[src/rtl/uart_defs_pkg.sv]
// Shared UART definitions: register offsets, status bit positions and receiver FSM states.
// The transmitter imports this package too, so keep offsets stable.
package uart_defs;

    localparam logic [1:0] UART_REG_DATA   = 2'd0;
    localparam logic [1:0] UART_REG_STATUS = 2'd1;

    localparam int STAT_NOT_EMPTY = 0;
    localparam int STAT_FULL      = 1;
    localparam int STAT_OVERRUN   = 2;
    localparam int STAT_FRAMING   = 3;
    localparam int STAT_COUNT_LSB = 8;

    typedef enum logic [1:0] {
        RX_IDLE  = 2'd0,
        RX_START = 2'd1,
        RX_DATA  = 2'd2,
        RX_STOP  = 2'd3
    } rx_state_t;

endpackage

[src/rtl/uart_rx_fifo.sv]
// Synchronous first-word-fall-through FIFO for received bytes.
// A push into a full FIFO only lands when a pop frees a slot in the same cycle.
module uart_rx_fifo #(
    parameter int DEPTH = 16
) (
    input  logic                     i_clock,
    input  logic                     i_reset,
    input  logic                     push,
    input  logic [7:0]               wdata,
    input  logic                     pop,
    output logic [7:0]               rdata,
    output logic                     empty,
    output logic                     full,
    output logic [$clog2(DEPTH):0]   count
);
    localparam int AW = $clog2(DEPTH);

    logic [7:0]    mem [DEPTH];
    logic [AW-1:0] wr_ptr;
    logic [AW-1:0] rd_ptr;
    logic          do_push;
    logic          do_pop;

    assign empty   = (count == '0);
    assign full    = (count == (AW+1)'(DEPTH));
    assign do_pop  = pop && !empty;
    assign do_push = push && (!full || do_pop);
    assign rdata   = mem[rd_ptr];

    always_ff @(posedge i_clock) begin
        if (do_push) begin
            mem[wr_ptr] <= wdata;
        end
    end

    always_ff @(posedge i_clock) begin
        if (i_reset) begin
            wr_ptr <= '0;
            rd_ptr <= '0;
            count  <= '0;
        end else begin
            if (do_push) begin
                wr_ptr <= wr_ptr + 1'b1;
            end
            if (do_pop) begin
                rd_ptr <= rd_ptr + 1'b1;
            end
            if (do_push && !do_pop) begin
                count <= count + 1'b1;
            end else if (do_pop && !do_push) begin
                count <= count - 1'b1;
            end
        end
    end

endmodule

[src/rtl/uart_receiver.sv]
// 8N1 UART receiver: synchroniser, mid-bit sampling FSM, RX FIFO and a one-request-one-response bus port.
// Sticky overrun/framing flags are cleared by writing ones to their STATUS bits.
module uart_receiver
    import uart_defs::*;
#(
    parameter int FREQUENCY  = 50000000,
    parameter int BAUDRATE   = 9600,
    parameter int FIFO_DEPTH = 16
) (
    input  logic        i_clock,
    input  logic        i_reset,
    input  logic        i_enable,
    input  logic        i_rw,
    input  logic [31:0] i_address,
    input  logic [31:0] i_wdata,
    output logic [31:0] o_rdata,
    output logic        o_ready,
    input  logic        UART_RX
);
    localparam int BIT_CYCLES = FREQUENCY / BAUDRATE;
    localparam int HALF       = BIT_CYCLES / 2;
    localparam int CW         = $clog2(BIT_CYCLES);
    localparam int FW         = $clog2(FIFO_DEPTH) + 1;
    localparam logic [CW-1:0] LAST    = CW'(BIT_CYCLES - 1);
    localparam logic [CW-1:0] HALF_M1 = CW'(HALF - 1);

    logic            rx_meta;
    logic            rx_s;
    rx_state_t       state, state_next;
    logic [CW-1:0]   counter, counter_next;
    logic [2:0]      bit_idx, bit_idx_next;
    logic [7:0]      shift, shift_next;
    logic            push;
    logic            framing_set;

    logic            served;
    logic            overrun;
    logic            framing;
    logic            access;
    logic [1:0]      reg_sel;
    logic            pop;
    logic            overrun_set;
    logic            status_wr;
    logic [31:0]     rdata_next;
    logic [7:0]      fifo_rdata;
    logic            empty;
    logic            full;
    logic [FW-1:0]   fifo_count;
    logic            unused;

    assign unused = ^{i_address[31:4], i_address[1:0], i_wdata[31:4], i_wdata[1:0]};

    always_ff @(posedge i_clock) begin
        if (i_reset) begin
            rx_meta <= 1'b1;
            rx_s    <= 1'b1;
            state   <= RX_IDLE;
            counter <= '0;
            bit_idx <= '0;
            shift   <= '0;
        end else begin
            rx_meta <= UART_RX;
            rx_s    <= rx_meta;
            state   <= state_next;
            counter <= counter_next;
            bit_idx <= bit_idx_next;
            shift   <= shift_next;
        end
    end

    // Stop is judged mid-bit and we go idle right away, so a back-to-back start edge is not missed.
    always_comb begin
        state_next   = state;
        counter_next = counter + 1'b1;
        bit_idx_next = bit_idx;
        shift_next   = shift;
        push         = 1'b0;
        framing_set  = 1'b0;
        case (state)
            RX_IDLE: begin
                counter_next = '0;
                if (!rx_s) begin
                    state_next = RX_START;
                end
            end
            RX_START: begin
                if (counter == HALF_M1) begin
                    counter_next = '0;
                    bit_idx_next = '0;
                    state_next   = rx_s ? RX_IDLE : RX_DATA;
                end
            end
            RX_DATA: begin
                if (counter == LAST) begin
                    counter_next = '0;
                    shift_next   = {rx_s, shift[7:1]};
                    bit_idx_next = bit_idx + 1'b1;
                    if (bit_idx == 3'd7) begin
                        state_next = RX_STOP;
                    end
                end
            end
            RX_STOP: begin
                if (counter == LAST) begin
                    counter_next = '0;
                    push         = rx_s;
                    framing_set  = !rx_s;
                    state_next   = RX_IDLE;
                end
            end
            default: state_next = RX_IDLE;
        endcase
    end

    uart_rx_fifo #(.DEPTH(FIFO_DEPTH)) u_fifo (
        .i_clock (i_clock),
        .i_reset (i_reset),
        .push    (push),
        .wdata   (shift),
        .pop     (pop),
        .rdata   (fifo_rdata),
        .empty   (empty),
        .full    (full),
        .count   (fifo_count)
    );

    assign access      = i_enable && !served;
    assign reg_sel     = i_address[3:2];
    assign pop         = access && !i_rw && (reg_sel == UART_REG_DATA) && !empty;
    assign overrun_set = push && full && !pop;
    assign status_wr   = access && i_rw && (reg_sel == UART_REG_STATUS);

    always_comb begin
        rdata_next = '0;
        if (reg_sel == UART_REG_DATA && !empty) begin
            rdata_next = {24'h0, fifo_rdata};
        end else if (reg_sel == UART_REG_STATUS) begin
            rdata_next[STAT_NOT_EMPTY]                 = !empty;
            rdata_next[STAT_FULL]                      = full;
            rdata_next[STAT_OVERRUN]                   = overrun;
            rdata_next[STAT_FRAMING]                   = framing;
            rdata_next[STAT_COUNT_LSB +: 8]            = 8'(fifo_count);
        end
    end

    // A new error in the same cycle as a clearing write must survive, hence the OR after the clear.
    always_ff @(posedge i_clock) begin
        if (i_reset) begin
            o_rdata <= '0;
            o_ready <= 1'b0;
            served  <= 1'b0;
            overrun <= 1'b0;
            framing <= 1'b0;
        end else begin
            if (access) begin
                served  <= 1'b1;
                o_ready <= 1'b1;
                o_rdata <= i_rw ? 32'h0 : rdata_next;
            end else if (!i_enable) begin
                served  <= 1'b0;
                o_ready <= 1'b0;
            end
            overrun <= (overrun && !(status_wr && i_wdata[STAT_OVERRUN])) || overrun_set;
            framing <= (framing && !(status_wr && i_wdata[STAT_FRAMING])) || framing_set;
        end
    end

endmodule

[config.mk]
export PLATFORM = sky130hd
export DESIGN_NAME = uart_receiver
export DESIGN_NICKNAME = d
export VERILOG_FILES = /design/src/rtl/uart_defs_pkg.sv /design/src/rtl/uart_rx_fifo.sv /design/src/rtl/uart_receiver.sv
export SDC_FILE = /design/constraint.sdc
export NUM_CORES = 1
export LEC_CHECK = 0
export ABC_AREA = 1
export ABC_CLOCK_PERIOD_IN_PS = 2900
export BUFFER_PORTS_ARGS = -buffer_cell sky130_fd_sc_hd__buf_2
export CAP_MARGIN = 5
export CELL_PAD_IN_SITES_DETAIL_PLACEMENT = 1
export CELL_PAD_IN_SITES_GLOBAL_PLACEMENT = 1
export CORE_ASPECT_RATIO = 1.1
export CORE_MARGIN = 2
export CORE_UTILIZATION = 45
export CTS_CLUSTER_DIAMETER = 120
export DETAILED_ROUTE_END_ITERATION = 8
export GPL_TIMING_DRIVEN = 0
export PLACE_DENSITY = 0.76
export SLEW_MARGIN = 20
export SYNTH_ARGS = -nofsm -noshare
export SYNTH_HDL_FRONTEND = slang
export SYNTH_SLANG_ARGS = --single-unit
[constraint.sdc]
create_clock -name i_clock -period 2.9 [get_ports i_clock]
set_input_delay 0.145 -clock i_clock [delete_from_list [all_inputs] [get_ports i_clock]]
set_output_delay 0.145 -clock i_clock [all_outputs]
set_load 0.05 [all_outputs]
# [Word-level counts from Yosys, hierarchy flattened]
# Memories as Yosys holds them, arrays and structs flattened. A register that Yosys moved wholly into a read port is not among the register bits.
# Index checks and enable logic that the tools add are counted.
[word_totals] ff_bits=76 mem_bits_rw=128 input_bits=69 out_inout_bits=33 latchBits=0 memories=1 romBits=0
[memory_table] memory="u_fifo.mem" depth=16 width=8 read_ports=1 rd_clocked_by_memory_dff=1 write_ports=1 line="uart_rx_fifo.sv:18" source="logic [7:0] mem [DEPTH];"
[op_classes] reduce_logical=39 div_mod_pow=0 multipliers=0 magnitude_cmp=0 eq_ne=14 muxes=31 shifts=0 bitwise=0 addsub=6
[op_table] cell="13-bit case mux with 3 select lines" n=1
[op_table] cell="13-bit 2-to-1 mux" n=2
[op_table] cell="4-bit 2-to-1 mux" n=5
[op_table] cell="5-bit 2-to-1 mux" n=4
[op_table] cell="1-bit logical AND" n=17
[op_table] cell="16-bit 2-to-1 mux" n=1
[op_table] cell="13-bit by 1-bit adder with 13-bit output (second input constant)" n=1
[op_table] cell="13-bit by 12-bit equality test with 1-bit output (second input constant)" n=1
[op_table] cell="13-bit equality test (second input constant)" n=1
[op_table] cell="2-bit 2-to-1 mux" n=6
[op_table] cell="1-bit zero test" n=10
[op_table] cell="2-bit inequality test (second input constant)" n=5
[op_table] cell="4-bit by 1-bit adder with 4-bit output (second input constant)" n=2
[op_table] cell="1-bit 2-to-1 mux" n=8
[op_table] cell="2-bit case mux with 4 select lines" n=1
[op_table] cell="3-bit 2-to-1 mux" n=2
[op_table] cell="3-bit case mux with 2 select lines" n=1
[op_table] cell="5-bit by 1-bit adder with 5-bit output (second input constant)" n=1
[op_table] cell="5-bit equality test (second input constant)" n=1
[op_table] cell="5-bit zero test" n=1
[op_table] cell="5-bit AND reduction" n=1
[op_table] cell="5-bit by 1-bit subtractor with 5-bit output (second input constant)" n=1
[op_table] cell="2-bit by 1-bit equality test with 1-bit output (second input constant)" n=2
[op_table] cell="2-bit equality test (second input constant)" n=2
[op_table] cell="other kinds (9)" n=13

# [Depth between registers and ports, before layout]
# Gate-level depths: netlist (run 1).
[logic_depth] depth_word=12 depth_mapped=17 mapped_depth_nobuf=17

# [Modules after synthesis]
# Synthesis (run 1) repeated with hierarchy kept, for this count alone.
[unflattened] hier_cells=855 area_unflattened_um2=8360.5
[modules_own_cells] module="uart_rx_fifo" cells_per_inst=589 area_each_um2=6231.0 n_inst=1
[modules_own_cells] module="uart_receiver" cells_per_inst=266 area_each_um2=2129.5 n_inst=1

# [Least setup slack after synthesis (run 1)]
# No wires, ideal clock.
[synth_path] kind="register to register" start="register served" end="register u_fifo.count[3]" path_stages_with_launch=17 setup_time_ns=0.115 slack_ns=0.364 t_required_ns=2.785 n_path_buf=0 arrival_time_ns=2.420 period_less_slack_ns=2.536 cell_sequence="dfxtp_1 > inv_1 > nand2_1 > nor2_1 > nand2_1 > nand3_1 > nand2_4 > inv_6 > ha_1 > inv_1 > ha_1 > nand2_1 > nor2_1 > a211oi_1 > xnor2_1 > o21ai_0 > inv_1"
[synth_via] elab_chain_len=11
[synth_lines] item="from (decl)" line="uart_receiver.sv:36" source="logic served;"
[synth_lines] item="from (signal assigned)" line="uart_receiver.sv:151" source="served <= 1'b0;"
[synth_lines] item="from (signal assigned)" line="uart_receiver.sv:156" source="served <= 1'b1;"
[synth_lines] item="from (signal assigned)" line="uart_receiver.sv:160" source="served <= 1'b0;"
[synth_lines] item="1-bit zero test *" line="uart_receiver.sv:127" source="assign access = i_enable && !served;"
[synth_lines] item="1-bit logical AND *" line="uart_receiver.sv:127"
[synth_lines] item="1-bit logical AND * (3 in a row)" line="uart_receiver.sv:129" source="assign pop = access && !i_rw && (reg_sel == UART_REG_DATA) && !empty;"
[synth_lines] item="1-bit logical AND *" line="uart_rx_fifo.sv:26" source="assign do_pop = pop && !empty;"
[synth_lines] item="1-bit logical OR *" line="uart_rx_fifo.sv:27" source="assign do_push = push && (!full || do_pop);"
[synth_lines] item="1-bit logical AND *" line="uart_rx_fifo.sv:27"
[synth_lines] item="via u_fifo.do_push" line="uart_rx_fifo.sv:21" source="logic do_push;"
[synth_lines] item="1-bit zero test" line="uart_rx_fifo.sv:50" source="end else if (do_pop && !do_push) begin"
[synth_lines] item="1-bit logical AND" line="uart_rx_fifo.sv:50"
[synth_lines] item="2-bit nonzero test (no source line)"
[synth_lines] item="to (signal assigned)" line="uart_rx_fifo.sv:49" source="count <= count + 1'b1;"
[synth_lines] item="to (signal assigned)" line="uart_rx_fifo.sv:51" source="count <= count - 1'b1;"
[synth_lines] item="to (decl)" line="uart_rx_fifo.sv:14" source="output logic [$clog2(DEPTH):0] count"
# The timed path passes the listed nets; every way through them passes the cells marked *.
# A chain may end at the register's enable or synchronous reset.

# [Final worst setup path (run 1)]
[layout_path] start="register counter[0]" end="register u_fifo.count[3]"
[layout_via] elab_chain_len=7
[layout_lines] item="from (decl)" line="uart_receiver.sv:30" source="logic [CW-1:0] counter, counter_next;"
[layout_lines] item="from (signal assigned)" line="uart_receiver.sv:65" source="counter <= counter_next;"
[layout_lines] item="13-bit equality test *" line="uart_receiver.sv:104" source="if (counter == LAST) begin"
[layout_lines] item="1-bit 2-to-1 mux *" line="uart_receiver.sv:104"
[layout_lines] item="1-bit 2-to-1 mux *" line="uart_receiver.sv:79" source="case (state)"
[layout_lines] item="1-bit logical AND *" line="uart_rx_fifo.sv:27"
[layout_lines] item="via u_fifo.do_push" line="uart_rx_fifo.sv:21"
[layout_lines] item="1-bit zero test" line="uart_rx_fifo.sv:50"
[layout_lines] item="1-bit logical AND" line="uart_rx_fifo.sv:50"
[layout_lines] item="2-bit nonzero test (no source line)"
# Marked as above.

==> impl_metrics.json, run 1 <==
{
  "status": "finished, final reports clean",
  "final_util_pct": 51.94,
  "hold_slack_ps": 59.42,
  "avgSynthCellArea_um2": 10.22,
  "min_period_over_period_pct": 94.53,
  "finalWirelength_um": 20680,
  "synth-adder-area-share_pct": 2.092,
  "pin_count": 102,
  "antenna_found_initial": 0,
  "hold_viol_final": 0,
  "setup_ws_ps": 158.7,
  "grt_pass1_vias": 6123,
  "drc": 0,
  "yosys.area.top_type": "edfxtp_1",
  "regArea_um2": 5065,
  "yosysMostFrequentCell": "edfxtp_1",
  "cp.arrival_ps": 3080,
  "hpwl_um": 15040,
  "synth-edff-count": 128,
  "grt_setup_unrepaired": "false",
  "min_path_type": "in2reg",
  "grt_max_degree": 19,
  "syn_to_final_growth_pct": 13.29,
  "setup_viol": 0,
  "power_density_nw_per_um2": 554.6,
  "insertedDiodeCount": 0,
  "start_util_pct": 45.85,
  "drtIter0Drc": 412,
  "multiInputGateArea_um2": 2447,
  "dr.pass1.iters": 5,
  "drive_gt1_share_pct": 12.64,
  "dp_slack_ps": -138.9,
  "fillers": 2032,
  "slew_viol_final": 0,
  "grt_first_pass_wirelength_um": 33220,
  "finalCriticalPeriod_ps": 2741,
  "cp_data_required_time_ps": 3240,
  "finalSetupTns_ps": 0,
  "die_h_um": 145.0,
  "die_area_um2": 19170,
  "fmaxAchievable_mhz": 364.8,
  "nets": 939,
  "p_leak_nw": 3.472,
  "synth_top_family_by_area": "simple AND/OR/NAND/NOR gates",
  "finClkSkew_ps": 8.548,
  "wire_per_inst_um": 18.66,
  "clk_pin_slew_ps": 70,
  "crit_path_end_kind": "register",
  "ir_worst_vdd_mv": 0.3408,
  "gp_congestion": 0.9050,
  "synthXorXnorAreaFrac_pct": 0.6462,
  "ys_async_sr_fraction_pct": 0,
  "syn_area_um2": 8133,
  "clk_latency_ps": 440,
  "track_usage_pct": 22.56,
  "synthCells": 796,
  "cp_max_fo": 8,
  "synth_area_leaders": "edfxtp_1 47%, dfxtp_1 15%, inv_1 5.3%",
  "maxCapViolCount": 0,
  "synth_flop_cell": "edfxtp_1",
  "cts_buffers": 17,
  "relSlewSlack_pct": 41.56,
  "synth.area.mux_share_pct": 0,
  "synth_commonest_cells": "128 x edfxtp_1, 115 x inv_1, 99 x nand2_1",
  "netlist.area_leader.share_pct": 47.26,
  "route.vias.total": 5776,
  "synth.yosys.seq_area_share_pct": 62.28,
  "ys_types": 37,
  "cts.sinks": 189,
  "tightest_slew_ps": 875.4,
  "io_buffers": 21,
  "coreArea_um2": 17740,
  "cts_htree_levels": 4,
  "synth_compound_area_share_pct": 11.74,
  "cts_tree": "done",
  "rows": 51,
  "grt_remaining_overflow": 0,
  "via_per_inst": 5.213,
  "cts_root_buffer": "clkbuf_16",
  "cts_buffer_depth": 2,
  "start_kind": "register",
  "ant_nets": 0,
  "ys_seq_elements": 189,
  "fp.dieW_um": 132.2,
  "synth-simple-area-share_pct": 14.09,
  "critical_path_class": "reg2reg",
  "yosysWarnings": 0
}
[final timing paths]
check	start	endpoint	slack, ps	depth (start not counted)
max	counter[0]$_SDFF_PP0_	u_fifo.count[3]$_SDFFE_PP0P_	160	16
min reg2reg	rx_meta$_SDFF_PP1_	rx_s$_SDFF_PP1_	430	1
max reg2reg	counter[0]$_SDFF_PP0_	u_fifo.count[3]$_SDFFE_PP0P_	160	16
min	i_wdata[3]	framing$_SDFF_PP0_	60	4
[cell type report]
type	instances	area share [%]
Timing Repair Buffer	24	1.439
Tap cell	238	3.232
Clock buffer	23	5.079
Sequential cell	189	54.97
Buffer	50	3.096
Clock inverter	9	0.6790
Multi-Input combinational cell	455	26.56
Inverter	120	4.943
[cells in the final DEF, fill, tap and decap left out, types with 3 or more instances in the layout]
cell type | synthesis | layout
a211oi_1 | 4 | 3
o211ai_1 | 33 | 33
buf_4 | 21 | 22
nor2_1 | 57 | 56
o21ai_0 | 59 | 59
nand3_1 | 55 | 55
xor2_1 | 4 | 4
clkbuf_16 | 0 | 17
nor3_1 | 8 | 6
nand4_1 | 12 | 12
buf_2 | 9 | 30
conb_1 | 1 | 19
dfxtp_1 | 61 | 61
edfxtp_1 | 128 | 128
nand2_2 | 4 | 4
a21oi_1 | 64 | 64
clkbuf_1 | 17 | 21
clkinvlp_4 | 0 | 3
ha_1 | 12 | 8
inv_2 | 4 | 5
a22oi_1 | 6 | 6
inv_1 | 115 | 114
nor2_4 | 3 | 4
nand2_1 | 99 | 99
[power by group]
group	switching [W]	internal [W]	total (W)
clock	0.000997	0.00114	0.00214
sequential	0.00000246	0.00284	0.00285
combinational	0.0000938	0.0000328	0.000127
[logic make-up (layout without fill, tap and decap cells)]
| family | Yosys count | after routing |
|---|---|---|
| and+or+nand+nor | 249 | 249 |
| xor gates and xnor gates | 6 | 6 |
| DFF | 189 | 189 |
| buffers and inverters | 170 | 226 |
| adders and majority gates | 13 | 13 |
| AOI/OAI and AO/OA | 168 | 168 |
| other | 1 | 19 |
[per-stage QoR]
| step | power [W] | std cells | area [um2] |
|---|---|---|---|
| 2_1_floorplan | 0.003009 | 814 | 8200 |
| 3_3_place_gp | 0.003025 | 1073 | 8603 |
| 3_5_place_dp | 0.003028 | 1073 | 8603 |
| 4_1_cts | 0.005129 | 1107 | 9189 |
| 5_1_grt | 0.005239 | 1108 | 9214 |
| 6_report | 0.005110 | 1108 | 9214 |
[sequential cells by signal (all words and copies together) (netlist names), named ones only]
register / cells
served: 1
u_fifo.count: 5
rx_s: 1
counter: 13
rx_meta: 1
shift: 8
o_rdata: 13
state: 1
u_fifo.rd_ptr: 4
bit_idx: 3
framing: 1
u_fifo.mem: 128
u_fifo.wr_ptr: 4
overrun: 1
[metal layers]
metal	vias to the layer above	routed length [um]	track usage (%)
li1	2802	-	-
met5	-	0	0
met3	42	770	4.158
met1	2780	8801	27.19
met4	0	723	10.59
met2	152	10380	39.04
[repair_timing]
action / in CTS / in global routing
setup buffers: 0 / 1
hold buffers: 2 / 0
endpoints found under the setup margin: 2 / 10
pin swaps: 1 / 3
hold endpoints to repair: 2 / 0
resized for setup: 5 / 3
[worst max-delay path, cell delays in order (launching register included)]
cell	delay (ps)
dfxtp_1	360
ha_2	210
nand2_1	110
nor2_4	150
nand3_4	130
nor3_4	210
nand2_4	130
inv_6	110
ha_2	220
inv_2	90
ha_1	280
nand2_1	80
nor2_1	50
a211oi_2	200
xnor2_1	90
o21ai_0	160
inv_1	50
Note: power is estimated with default switching activity, not from simulation.
==> run 2, diff against run 1 <==
- HOLD_SLACK_MARGIN: unset -> 0.08
==> impl_metrics.json, run 2 (synthesis results as in run 1) <==
{
  "status": "finished, final reports clean",
  "largest_registers": "u_fifo.mem x128, counter x13, o_rdata x13",
  "grt_setup_unrepaired": "false",
  "wire_per_inst_um": 18.73,
  "grt_pass1_vias": 6135,
  "tightest_slew_ps": 881.7,
  "cts_tree": "done",
  "grt_remaining_overflow": 0,
  "crit_start": "counter[0]$_SDFF_PP0_",
  "dp_slack_ps": -138.9,
  "cp.arrival_ps": 3080,
  "setup_ws_ps": 156.6,
  "dr.pass1.iters": 5,
  "insertedDiodeCount": 0,
  "drc": 0,
  "clk_pin_slew_ps": 70,
  "hold_slack_ps": 92.56,
  "power_density_nw_per_um2": 553.1,
  "clk_latency_ps": 440,
  "drtIter0Drc": 414,
  "cts_htree_levels": 4,
  "cp-endpoint": "u_fifo.count[3]$_SDFFE_PP0P_",
  "cts_root_buffer": "clkbuf_16",
  "finalCriticalPeriod_ps": 2743,
  "power_frac_clock_pct": 41.8,
  "swShare_pct": 21.32,
  "cts_buffers": 17,
  "slew_viol_final": 0,
  "r2r_cells": 16,
  "fin_area_um2": 9234,
  "min_path_type": "in2reg",
  "cp_data_required_time_ps": 3240,
  "r2r-start": "counter[0]$_SDFF_PP0_",
  "route.vias.total": 5777,
  "hpwl_um": 15040,
  "fin_total_pwr_w": 0.005107,
  "cp_max_fo": 8,
  "fp.dieW_um": 132.2,
  "p_int_w": 0.004018,
  "nets": 941,
  "ir_worst_vdd_mv": 0.3434,
  "critical_path_class": "reg2reg",
  "reg2reg_to": "u_fifo.count[3]$_SDFFE_PP0P_",
  "die_h_um": 145.0,
  "coreArea_um2": 17740,
  "cts_buffer_depth": 2,
  "ant_nets": 0,
  "finalWirelength_um": 20790,
  "pwr-share-seq_pct": 55.7,
  "pin_count": 102,
  "fmaxAchievable_mhz": 364.5,
  "relSlewSlack_pct": 41.14,
  "setup_viol": 0,
  "p_leak_nw": 3.480,
  "final_util_pct": 52.05,
  "largest_reg_flops": 128,
  "p_switching_w": 0.001089,
  "die_area_um2": 19170,
  "start_kind": "register",
  "maxCapViolCount": 0,
  "syn_to_final_growth_pct": 13.54,
  "via_per_inst": 5.205,
  "drive_gt1_share_pct": 12.61,
  "cts.sinks": 189,
  "largest_register": "u_fifo.mem",
  "rows": 51,
  "gp_congestion": 0.9050,
  "grt_first_pass_wirelength_um": 33320,
  "grt_max_degree": 19,
  "crit_path_end_kind": "register",
  "start_util_pct": 45.85,
  "track_usage_pct": 22.63,
  "p_comb_share_pct": 2.5,
  "layout_commonest_cell": "edfxtp_1",
  "r2r_setup_slack_ps": 160,
  "io_buffers": 21,
  "finClkSkew_ps": 8.829,
  "layout_common_cells": "128 x edfxtp_1, 114 x inv_1, 99 x nand2_1",
  "antenna_found_initial": 0,
  "min_period_over_period_pct": 94.60,
  "placed_cell_area_um2": 8603,
  "hold_viol_final": 0
}
## run 2: changes by cell type in the layout (fill, tap and decap cells not counted), sizes merged
cell         before  now
dlygate4sd3       2    4
## run 2: how the worst min path moves through the flow
stage,startpoint,end,cells after the start
finish,i_wdata[2],overrun$_SDFF_PP0_,4
global route,i_wdata[2],overrun$_SDFF_PP0_,4
CTS,i_wdata[2],overrun$_SDFF_PP0_,4
detailed placement,UART_RX,rx_meta$_SDFF_PP1_,2
global placement,UART_RX,rx_meta$_SDFF_PP1_,2
floorplan,UART_RX,rx_meta$_SDFF_PP1_,1
## run 2: cell type report
cell class                 instances  area [um2]
buffer                            50       285.3
tap                              238       297.8
sequential                       189        5065
inverter                         120       455.4
timing repair buffer              26       152.6
fill                            2027        8506
multi-input combinational        455        2447
clock inverter                     9       62.56
clock buffer                      23       467.9
## run 2: what timing repair did
item,CTS,global route
hold buffers,4,0
setup endpoints to repair,2,10
endpoints found under the hold margin,4,0
pin swaps,1,3
gates resized for setup,5,3
setup buffers,0,1
## run 2: power groups by stage
stage          combinational [W]  sequential, W  clock, W
2_1_floorplan           0.000102        0.00291         0
6_report                0.000129        0.00285   0.00213
5_1_grt                 0.000138        0.00284   0.00226
3_3_place_gp            0.000120        0.00290         0
4_1_cts                 0.000127        0.00285   0.00216
3_5_place_dp            0.000123        0.00291         0
## run 2: worst max-delay path: stages (launching register included)
cell and delay, ps:
dfxtp_1 360, ha_2 210, nand2_1 110, nor2_4 150, nand3_4 130, nor3_4 200
nand2_4 130, inv_6 110, ha_2 220, inv_2 90, ha_1 280, nand2_1 80
nor2_1 50, a211oi_2 200, xnor2_1 90, o21ai_0 160, inv_1 50
## run 2: layer usage
| layer | global-route usage (%) | vias up | part of all wire, % | wire, um |
|---|---|---|---|---|
| met4 | 10.59 | 0 | 3.6 | 755 |
| met2 | 39.27 | 150 | 51 | 10510 |
| li1 | - | 2805 | - | - |
| met5 | 0 | - | 0 | 0 |
| met3 | 4.158 | 44 | 4.7 | 969 |
| met1 | 27.21 | 2778 | 41 | 8555 |
## run 2: metrics by stage
step	setup TNS, ps	instances
floorplan	0	814
global placement	0	1073
detailed placement	-169.7	1073
CTS	0	1109
global route	0	1110
finish	0	1110
==> run 3, diff against run 2 <==
- CORE_UTILIZATION: 45 -> 27
- PLACE_DENSITY: 0.76 -> 0.49
- SLEW_MARGIN: 20 -> unset
==> impl_metrics.json, run 3 (synthesis results as in run 1) <==
{
  "grt_setup_unrepaired": "false",
  "regArea_um2": 5065,
  "tightest_slew_ps": 1055,
  "layout_common_cells": "128 x edfxtp_1, 114 x inv_1, 98 x nand2_1",
  "maxCapViolCount": 0,
  "fin_total_pwr_w": 0.005242,
  "dr.pass1.iters": 5,
  "track_usage_pct": 14.95,
  "final_util_pct": 31.79,
  "cp_max_fo": 8,
  "critical_path_class": "reg2reg",
  "grt_max_degree": 19,
  "fmaxAchievable_mhz": 373.4,
  "drc": 0,
  "die_area_um2": 31530,
  "cts_buffers": 17,
  "setup_viol": 0,
  "crit_path_end_kind": "register",
  "largest_registers": "u_fifo.mem x128, counter x13, o_rdata x13",
  "largest_register": "u_fifo.mem",
  "io_buffers": 21,
  "cp.arrival_ps": 3010,
  "hpwl_um": 16040,
  "clk_latency_ps": 440,
  "multiInputGateArea_um2": 2440,
  "insertedDiodeCount": 0,
  "fin_area_um2": 9424,
  "hold_viol_final": 0,
  "fp.dieW_um": 169.5,
  "hold_slack_ps": 97.44,
  "status": "finished, final reports clean",
  "start_util_pct": 27.43,
  "drive_gt1_share_pct": 12.49,
  "min_path_type": "in2reg",
  "fillers": 3377,
  "antenna_found_initial": 0,
  "min_period_over_period_pct": 92.35,
  "drtIter0Drc": 298,
  "grt_first_pass_wirelength_um": 34770,
  "placed_cell_area_um2": 8773,
  "finalCriticalPeriod_ps": 2678,
  "coreArea_um2": 29650,
  "grt_pass1_vias": 5540,
  "rows": 66,
  "p_leak_nw": 3.498,
  "start_kind": "register",
  "cts_tree": "done",
  "largest_reg_flops": 128,
  "cts_buffer_depth": 2,
  "power_density_nw_per_um2": 556.2,
  "nets": 942,
  "route.vias.total": 5558,
  "cts_root_buffer": "clkbuf_16",
  "cp_data_required_time_ps": 3230,
  "via_per_inst": 4.457,
  "gp_congestion": 0.8055,
  "wire_per_inst_um": 18.15,
  "finClkSkew_ps": 13.99,
  "clk_pin_slew_ps": 80,
  "layout_commonest_cell": "edfxtp_1",
  "cts.sinks": 189,
  "syn_to_final_growth_pct": 15.88,
  "ant_nets": 0,
  "slew_viol_final": 0,
  "pin_count": 102,
  "die_h_um": 186.0,
  "ir_worst_vdd_mv": 0.3405,
  "finalWirelength_um": 22640,
  "relSlewSlack_pct": 29.14,
  "grt_remaining_overflow": 0,
  "cts_htree_levels": 4
}
==> run 3: metrics by stage <==
stage	setup TNS, ps	setup WS (ps)	std cells
after CTS	0	10.47	1246
after global routing	0	4.809	1247
after detailed placement	-28.27	-26.80	1209
final	0	221.9	1247
after global placement	-27.91	-27.91	1209
after floorplan	0	364.5	814
==> run 3: routing by layer <==
layer,vias up,GRT usage [%],routed length (um)
li1,2807,-,-
met1,2656,20.79,11160
met2,73,24.33,10560
met3,22,2.084,604
met4,0,4.342,315
met5,-,0,0
==> run 3: worst max-delay path, cell delays in order, from the launching register on <==
cell,delay [ps]
dfxtp_1,350
ha_1,210
nand2_2,100
nor2_4,160
nand3_4,120
nor3_4,200
nand2_4,130
inv_6,110
ha_2,220
inv_2,90
ha_4,300
nand2_1,50
nor2_1,120
nor2_1,60
nand2_1,50
nand3_1,80
o21ai_0,160
a21oi_1,50
==> run 3: worst paths after layout <==
check | depth (start not counted) | end | slack [ps] | start
min | 4 | o_rdata[0]$_SDFFE_PP0N_ | 100 | i_address[3]
max reg2reg | 17 | u_fifo.count[4]$_SDFFE_PP0P_ | 220 | counter[0]$_SDFF_PP0_
max | 17 | u_fifo.count[4]$_SDFFE_PP0P_ | 220 | counter[0]$_SDFF_PP0_
min reg2reg | 1 | rx_s$_SDFF_PP1_ | 420 | rx_meta$_SDFF_PP1_
==> run 3: power by group <==
part / leakage [nW] / internal (W) / switching (W) / total [W]
Clock: 0.263 / 0.00120 / 0.00107 / 0.00227
Sequential: 1.91 / 0.00284 / 0.00000265 / 0.00284
Combinational: 1.33 / 0.0000345 / 0.0000944 / 0.000129
Total: 3.50 / 0.00407 / 0.00117 / 0.00524
==> run 3: layout make-up <==
cell class              count  share of cell area, %
plain buffers              50                  3.027
repair buffers             27                  1.699
clock inverters            11                  1.168
flip-flops and latches    189                  53.74
well taps                 374                  4.965
multi-input cells         455                  25.89
clock buffers              21                  4.673
inverters                 120                  4.833
==> run 3: timing repair <==
| action | 4_1_cts | 5_1_grt |
|---|---|---|
| hold endpoints to repair | 4 | 0 |
| cloned | 0 | 0 |
| setup endpoints to repair | 2 | 29 |
| pin swaps | 1 | 1 |
| resized for setup | 4 | 3 |
| buffers inserted | 1 | 1 |
| hold buffers | 4 | 0 |
